[config.mk]
export PLATFORM = sky130hd
export DESIGN_NAME = dxm_mux_sel_sync_flat
export DESIGN_NICKNAME = d
export VERILOG_FILES = /design/src/rtl/dxm_mux_sel_sync_pkg.sv /design/src/rtl/dxm_mux_sel_sync_if.sv /design/src/rtl/dxm_settle_cnt.sv /design/src/rtl/dxm_mux_sel_sync.sv /design/src/flat_wrapper.sv
export SDC_FILE = /design/constraint.sdc
export NUM_CORES = 1
export LEC_CHECK = 0
export BUFFER_PORTS_ARGS = -buffer_cell sky130_fd_sc_hd__clkbuf_2
export CORE_UTILIZATION = 52
export DETAILED_ROUTE_END_ITERATION = 8
export PLACE_DENSITY = 0.76
export SYNTH_ARGS = -nofsm -noshare
export SYNTH_HDL_FRONTEND = slang
export SYNTH_SLANG_ARGS = --single-unit
[constraint.sdc]
create_clock -name clk -period 2.5 [get_ports clk]
set_clock_uncertainty 0.15 [all_clocks]
set_input_delay 0.125 -clock clk [delete_from_list [all_inputs] [get_ports clk]]
set_output_delay 0.125 -clock clk [all_outputs]
set_load 0.01 [all_outputs]
[src/rtl/dxm_mux_sel_sync_pkg.sv]
// Shared types and constants for the blanking channel multiplexer.
// Holds the FSM state encoding, the settle counter width and an elaboration helper.
package dxm_mux_pkg;

  typedef enum logic {
    StActive = 1'b0,
    StSettle = 1'b1
  } state_e;

  localparam int unsigned CntW = 8;

  function automatic int unsigned clog2(int unsigned v);
    int unsigned r = 0;
    int unsigned p = 1;
    while (p < v) begin
      p = p << 1;
      r++;
    end
    return r;
  endfunction

endpackage

[src/rtl/dxm_mux_sel_sync_if.sv]
// Lane, request/acknowledge and output bundle of the blanking channel multiplexer.
// The master side supplies lanes and requests; the slave side is the multiplexer.
interface dxm_mux_sel_sync_if #(
  parameter int unsigned MUX_WIDTH = 1,
  parameter int unsigned NUM_CH    = 4,
  parameter int unsigned SEL_W     = 2
);

  logic [NUM_CH*MUX_WIDTH-1:0] in_data;
  logic                        sel_req;
  logic [SEL_W-1:0]            sel_idx;
  logic                        sel_ack;
  logic                        sel_err;
  logic                        busy;
  logic [SEL_W-1:0]            cur_sel;
  logic [MUX_WIDTH-1:0]        out_data;
  logic                        out_valid;

  modport master (
    output in_data, sel_req, sel_idx,
    input  sel_ack, sel_err, busy, cur_sel, out_data, out_valid
  );

  modport slave (
    input  in_data, sel_req, sel_idx,
    output sel_ack, sel_err, busy, cur_sel, out_data, out_valid
  );

endinterface

[src/rtl/dxm_settle_cnt.sv]
// Loadable down-counter that times the blanking window.
// Saturates at zero; zero flag is combinational from the count.
module dxm_settle_cnt
  import dxm_mux_pkg::*;
#(
  parameter logic [CntW-1:0] ResetVal = '0
) (
  input  logic            clk,
  input  logic            rst,
  input  logic            load,
  input  logic            en,
  input  logic [CntW-1:0] load_val,
  output logic            zero
);

  logic [CntW-1:0] cnt_q;

  always_ff @(posedge clk) begin
    if (rst) begin
      cnt_q <= ResetVal;
    end else if (load) begin
      cnt_q <= load_val;
    end else if (en && (cnt_q != '0)) begin
      cnt_q <= cnt_q - CntW'(1);
    end
  end

  assign zero = (cnt_q == '0);

endmodule

[src/rtl/dxm_mux_sel_sync.sv]
// Registered N-channel lane multiplexer with request/ack switching.
// Output is forced invalid and zero for SETTLE_CYCLES cycles around every real switch.
module dxm_mux_sel_sync
  import dxm_mux_pkg::*;
#(
  parameter int unsigned MUX_WIDTH     = 1,
  parameter int unsigned NUM_CH        = 4,
  parameter int unsigned SEL_W         = 2,
  parameter int unsigned SETTLE_CYCLES = 4
) (
  input logic                clk,
  input logic                rst,
  dxm_mux_sel_sync_if.slave  bus
);

  localparam int unsigned     NumSlots   = 1 << SEL_W;
  localparam logic [SEL_W:0]  NumChW     = (SEL_W + 1)'(NUM_CH);
  localparam logic [CntW-1:0] SettleLoad = CntW'(SETTLE_CYCLES - 1);

  if (SETTLE_CYCLES < 1 || SETTLE_CYCLES > 255) begin : g_bad_settle
    $fatal(1, "dxm_mux_sel_sync: SETTLE_CYCLES must be in 1..255");
  end
  if (NUM_CH < 2 || clog2(NUM_CH) > SEL_W) begin : g_bad_sel_w
    $fatal(1, "dxm_mux_sel_sync: need NUM_CH >= 2 and 2**SEL_W >= NUM_CH");
  end

  // Unused select codes map to zero lanes so indexing never leaves the array.
  logic [MUX_WIDTH-1:0] lanes [NumSlots];
  for (genvar k = 0; k < NumSlots; k++) begin : g_lane
    if (k < NUM_CH) begin : g_used
      assign lanes[k] = bus.in_data[k*MUX_WIDTH +: MUX_WIDTH];
    end else begin : g_pad
      assign lanes[k] = '0;
    end
  end

  state_e               state_q, state_d;
  logic [SEL_W-1:0]     pend_q, pend_d;
  logic [SEL_W-1:0]     cur_q, cur_d;
  logic                 from_rst_q, from_rst_d;
  logic [MUX_WIDTH-1:0] data_q, data_d;
  logic                 valid_q, valid_d;
  logic                 ack_q, ack_d;
  logic                 err_q, err_d;
  logic                 cnt_load, cnt_en, cnt_zero;

  dxm_settle_cnt #(
    .ResetVal (SettleLoad)
  ) u_settle_cnt (
    .clk      (clk),
    .rst      (rst),
    .load     (cnt_load),
    .en       (cnt_en),
    .load_val (SettleLoad),
    .zero     (cnt_zero)
  );

  always_comb begin
    state_d    = state_q;
    pend_d     = pend_q;
    cur_d      = cur_q;
    from_rst_d = from_rst_q;
    data_d     = '0;
    valid_d    = 1'b0;
    ack_d      = 1'b0;
    err_d      = 1'b0;
    cnt_load   = 1'b0;
    cnt_en     = 1'b0;
    unique case (state_q)
      StActive: begin
        data_d  = lanes[cur_q];
        valid_d = 1'b1;
        if (bus.sel_req) begin
          if ({1'b0, bus.sel_idx} >= NumChW) begin
            err_d = 1'b1;
          end else if (bus.sel_idx == cur_q) begin
            ack_d = 1'b1;
          end else begin
            state_d    = StSettle;
            pend_d     = bus.sel_idx;
            from_rst_d = 1'b0;
            cnt_load   = 1'b1;
            data_d     = '0;
            valid_d    = 1'b0;
          end
        end
      end
      StSettle: begin
        // Requests arriving here, exit edge included, are dropped.
        if (cnt_zero) begin
          state_d = StActive;
          cur_d   = pend_q;
          data_d  = lanes[pend_q];
          valid_d = 1'b1;
          ack_d   = ~from_rst_q;
        end else begin
          cnt_en = 1'b1;
        end
      end
    endcase
  end

  always_ff @(posedge clk) begin
    if (rst) begin
      state_q    <= StSettle;
      pend_q     <= '0;
      cur_q      <= '0;
      from_rst_q <= 1'b1;
      data_q     <= '0;
      valid_q    <= 1'b0;
      ack_q      <= 1'b0;
      err_q      <= 1'b0;
    end else begin
      state_q    <= state_d;
      pend_q     <= pend_d;
      cur_q      <= cur_d;
      from_rst_q <= from_rst_d;
      data_q     <= data_d;
      valid_q    <= valid_d;
      ack_q      <= ack_d;
      err_q      <= err_d;
    end
  end

  assign bus.sel_ack   = ack_q;
  assign bus.sel_err   = err_q;
  assign bus.busy      = (state_q == StSettle);
  assign bus.cur_sel   = cur_q;
  assign bus.out_data  = data_q;
  assign bus.out_valid = valid_q;

endmodule

[src/flat_wrapper.sv]
// flat-port wrapper written by rule: the top's interface ports become plain ports
module dxm_mux_sel_sync_flat import dxm_mux_pkg::*;
#(
  parameter int unsigned MUX_WIDTH     = 1,
  parameter int unsigned NUM_CH        = 4,
  parameter int unsigned SEL_W         = 2,
  parameter int unsigned SETTLE_CYCLES = 4
)
  (clk, rst, bus_in_data, bus_sel_req, bus_sel_idx, bus_sel_ack, bus_sel_err, bus_busy, bus_cur_sel, bus_out_data, bus_out_valid);
  dxm_mux_sel_sync_if #(.MUX_WIDTH(MUX_WIDTH), .NUM_CH(NUM_CH), .SEL_W(SEL_W)) bus_i ();
  input logic clk;
  input logic rst;
  input wire logic [$bits(bus_i.in_data)-1:0] bus_in_data;
  input wire logic [$bits(bus_i.sel_req)-1:0] bus_sel_req;
  input wire logic [$bits(bus_i.sel_idx)-1:0] bus_sel_idx;
  output wire logic [$bits(bus_i.sel_ack)-1:0] bus_sel_ack;
  output wire logic [$bits(bus_i.sel_err)-1:0] bus_sel_err;
  output wire logic [$bits(bus_i.busy)-1:0] bus_busy;
  output wire logic [$bits(bus_i.cur_sel)-1:0] bus_cur_sel;
  output wire logic [$bits(bus_i.out_data)-1:0] bus_out_data;
  output wire logic [$bits(bus_i.out_valid)-1:0] bus_out_valid;
  assign bus_i.in_data = bus_in_data;
  assign bus_i.sel_req = bus_sel_req;
  assign bus_i.sel_idx = bus_sel_idx;
  assign bus_sel_ack = bus_i.sel_ack;
  assign bus_sel_err = bus_i.sel_err;
  assign bus_busy = bus_i.busy;
  assign bus_cur_sel = bus_i.cur_sel;
  assign bus_out_data = bus_i.out_data;
  assign bus_out_valid = bus_i.out_valid;
  dxm_mux_sel_sync #(.MUX_WIDTH(MUX_WIDTH), .NUM_CH(NUM_CH), .SEL_W(SEL_W), .SETTLE_CYCLES(SETTLE_CYCLES)) u_core (.clk(clk), .rst(rst), .bus(bus_i));
endmodule
## Yosys cells after proc, flatten, opt, wreduce, memory -nomap -nowiden

Index checks and enable logic that the tools add are counted.

- Register bits after elaboration: 17
- Logic and storage cells: 46
- Bits of input ports: 9

- $lt $le $gt $ge: 2
- Bitwise logic cells: 5
- Reductions and logical operators: 6
- Add/sub/neg operators: 1
- Equal/unequal tests: 1
- Muxes and demuxes: 23

Operator list:

| cell | number |
|---|---|
| 1-bit 2-to-1 mux | 17 |
| 8-bit logical NOT | 1 |
| 1-bit one-hot mux with 2 select lines | 4 |
| 8-bit nonzero test | 1 |
| 8-bit by 1-bit subtractor with 8-bit output, second input constant | 1 |
| 3-bit greater-or-equal comparator, second input constant | 2 |
| 2-bit inverter with 3-bit output | 2 |
| 1-bit binary-select mux with 2-bit select | 2 |
| 1-bit inverter | 3 |
| 3-bit AND reduction | 1 |
| 2-bit == test | 1 |
| 2-bit AND reduction | 1 |
| 2-bit OR reduction | 1 |
| 1-bit logical AND | 1 |

## Logic depth before layout (Yosys ltp)

- Depth after elaboration: 7
- Depth in mapped cells: 6
- Mapped depth without buffers: 6

## By module

A second synthesis with hierarchy kept.

- Cell total of the unflattened synthesis: 105
- Area, all modules: 989.7 um^2

By module, submodules not included:

| module | area an instance (um^2) | times used | cells each | sequential area each (um^2) |
|---|---|---|---|---|
| dxm_settle_cnt | 520.5 | 1 | 60 | 160.2 |
| dxm_mux_sel_sync | 469.2 | 1 | 45 | 180.2 |

## Worst setup path after synthesis

No wires, ideal clock.

- Path type: register to register
- Start: reg u_core.u_settle_cnt.cnt_q[0]
- End: reg u_core.u_settle_cnt.cnt_q[1]
- Stages on the path, launching flop included: 7
- Buffers on the path: 0
- Path slack: 656 ps
- Arrival: 1574 ps
- Library setup time: 120 ps
- Cells stage by stage: dfxtp_1 inv_1 ha_1 or3b_2 o31ai_4 nor2_1 a211o_1

- Word-level cells in the longest chain between the ends: 4

RTL lines:

| element | line | source |
|---|---|---|
| start: declaration | dxm_settle_cnt.sv:16 | `logic [CntW-1:0] cnt_q;` |
| start signal: assignment | dxm_settle_cnt.sv:20 | `cnt_q <= ResetVal;` |
| start signal: assignment | dxm_settle_cnt.sv:22 | `cnt_q <= load_val;` |
| start signal: assignment | dxm_settle_cnt.sv:24 | `cnt_q <= cnt_q - CntW'(1);` |
| branches (longest 4 deep; another with 8-bit by 1-bit subtractor with 8-bit output) | -- |  |

Several ways; the timed one is not identified.
A chain may end at the register's enable or synchronous reset.

## Final worst setup path

- Start: in bus_sel_idx[0]
- End: reg u_core.pend_q[0]

- Word-level cells in the longest chain between the ends: 3

RTL lines:

| element | line | source |
|---|---|---|
| start: declaration | flat_wrapper.sv:15 | `input wire logic [$bits(bus_i.sel_idx)-1:0] bus_sel_idx;` |
| 2-bit == test | dxm_mux_sel_sync.sv:76 | `end else if (bus.sel_idx == cur_q) begin` |
| 1-bit inverter (no line) | -- |  |
| 3-bit AND reduction (no line) | -- |  |
| end signal: assignment | dxm_mux_sel_sync.sv:115 | `pend_q <= pend_d;` |
| end: declaration | dxm_mux_sel_sync.sv:38 | `logic [SEL_W-1:0] pend_q, pend_d;` |

Several ways; a longest one is shown, not always the timed one.

==> impl_metrics.toml <==
[detailed_routing]
drc = 0
routed_via_density = 5.382
post_drt_wl_per_cell_um = 12.76
ant_nets = 0
drt-pass1-iter-count = 5
routed_wl_um = 1570
drt-initial-drc-count = 11
vias = 662

[setup_path]
crit_fanout = 4
r2r_start = "u_core.bus.cur_sel[1]"
worstSetupPathType = "in2reg"
required_ns = 2.53
cp-end-kind = "flip-flop"
r2r-end = "u_core.pend_q[0]"
rrSetupSlack_ns = 0.47
start_kind = "primary input"
cp.arrival_ns = 2.21
crit_start = "bus_sel_idx[0]"
reg2reg_depth = 5

[pwr]
switchingPower_uw = 267.9
leakagePower_nw = 0.4478
finalPower_uw = 767.1
p_int_uw = 499.3
swShare_pct = 34.92
peakVddDrop_uv = 532.8
powerDensity_nw_per_um2 = 777.1
clock_power_share_pct = 19.0
combPwrFrac_pct = 33.8
pwr-share-seq_pct = 47.2

[timing]
setup_ws_ns = 0.3149
tightest_slew_ns = 0.5760
holdWs_ns = 0.2296
relSlewSlack_pct = 61.51
rsz0062_at_grt = "false"
slew_violations = 0
setup_viol = 0
hold_viol = 0
fin_crit_ns = 2.185
fin_tns_setup_ns = 0
period_share_pct = 87.40
fmax_mhz = 457.7

[die]
num_io_pins = 16
die_x_um = 42.24
die_area_sq_um = 1784
start_util_pct = 55.90
core_area_sq_um = 1506
rows = 14
die_height_um = 42.24

[synthesis]
yosysTopAreaCell = "dfxtp_1"
synth_ff_type = "dfxtp_1"
synth_edf_count = 0
netlist_instances = 88
synth.net_count = 99
synth-seq-area-share_pct = 40.42
yosysUniqueCellTypes = 34
synth_area_sq_um = 842.1
ys_warn_count = 0
ys_ff_latch = 17
synth_area_leaders = "dfxtp_1 (40%), mux2i_1 (5.9%), mux4_2 (5.3%)"
synth_area_per_cell_sq_um = 9.569
ys_async_sr_fraction_pct = 0
synth_top_cell_area_share_pct = 40.42

[final_layout]
drive_gt1_share_pct = 22.43
final_util_pct = 65.53
fill_cells = 122
fin_cells = 123
nets = 119
areaGrowthSynthToFinish_pct = 17.24
finalInstanceArea_sq_um = 987.2
antenna-diode-count = 0
final_common_cell = "dfxtp_1"
final_cell_mix = "dfxtp_1 (17), clkbuf_2 (14), nor2_1 (10)"

[grt]
overflow = 0
gr-usage-all-layers_pct = 20.13
grt_pass1_wl_um = 2739
grt_pass1_vias = 648
grt_max_degree = 11
antenna_found_initial = 0

[min_path]
hold_end = "u_core.bus.out_data"
hold_path_class = "in2reg"
min_path_cells = 4
hp-start = "bus_in_data[2]"

[clock_tree]
cts_buffers = 3
cts_tree = "built"
clk_path_buf_depth = 2
clock_sink_count = 17
post_cts_buffers = 0
h-tree-depth = 1
cts_resized = 0
clk_pin_slew_ns = 0.10
cts-root-buf = "clkbuf_4"
clk_latency_ns = 0.29

[placement]
gp_congestion = 0.7763
placed_area_sq_um = 899.6
place_hpwl_um = 1034
place_inst = 113
dp_slack_ns = 0.5621
io_buffers = 14

[status]
status = "finished, final reports clean"

[job]
max-cap-violations = 0
==> layout make-up <==
cell class / count / area (sq um) / area share [%]
Inverter: 3 / 11.26 / 1.141
Tap cell: 16 / 20.02 / 2.028
Clock buffer: 3 / 22.52 / 2.281
Multi-Input combinational cell: 63 / 457.9 / 46.39
Timing Repair Buffer: 20 / 130.1 / 13.18
Sequential cell: 17 / 340.3 / 34.47
Clock inverter: 1 / 5.005 / 0.5070
==> registers in the layout, summed over array words and instances (netlist names) <==
register / flops
u_core.bus.cur_sel: 2
u_core.pend_q: 2
u_core.bus.busy: 1
u_core.from_rst_q: 1
u_core.u_settle_cnt.cnt_q: 8
u_core.bus.out_data: 1
u_core.bus.out_valid: 1
u_core.bus.sel_ack: 1
==> synthesized netlist by cell type (all sizes together) (3+ instances only) <==
library cell,instances
nand3,3
a21oi,6
nand2b,3
mux2i,5
buf,4
inv,3
nor2,10
dfxtp,17
or3,5
nand2,4
==> timing repair <==
action                                 CTS  global route
hold buffers                             6             0
setup endpoints to repair                0             0
endpoints found under the hold margin    7             0
==> routing by layer <==
metal	up-vias	GRT usage, %	wire length, um
met5	-	0	0
met2	9	35.69	804
li1	344	-	-
met3	2	2.586	37
met1	307	24.59	717
met4	0	7.500	10
==> cell families after synthesis <==
group / synth area share [%]
simple gates: 25.11
flops: 40.42
compound gates: 10.40
buf+inv: 5.199
mux: 11.29
xor+xnor: 4.161
fa+ha+maj: 2.971
other cells: 0.4453
==> power by group through the flow <==
stage | logic [mW] | clock network [mW] | registers [mW]
final | 0.260 | 0.146 | 0.362
after global routing | 0.291 | 0.160 | 0.370
after CTS | 0.261 | 0.147 | 0.361
after detailed placement | 0.252 | 0 | 0.367
after global placement | 0.246 | 0 | 0.367
after floorplan | 0.230 | 0 | 0.356
==> critical path, cell delays in order <==
cell	delay [ns]
dlygate4sd3_1	0.56
clkbuf_2	0.13
xor2_1	0.17
o211ai_1	0.40
mux2i_1	0.23
nor2_1	0.05
dlygate4sd3_1	0.55
==> worst max-delay path by stage <==
stage                                              end  cells past startpoint  slack [ns]
after floorplan           u_core.u_settle_cnt.cnt_q[1]                      6        0.66
after global placement    u_core.u_settle_cnt.cnt_q[1]                      6        0.61
after detailed placement  u_core.u_settle_cnt.cnt_q[1]                      6        0.56
after CTS                             u_core.pend_q[0]                      7        0.34
after global routing                  u_core.pend_q[0]                      7        0.22
final                                 u_core.pend_q[0]                      7        0.31
Power figures use the tool's default switching activity.
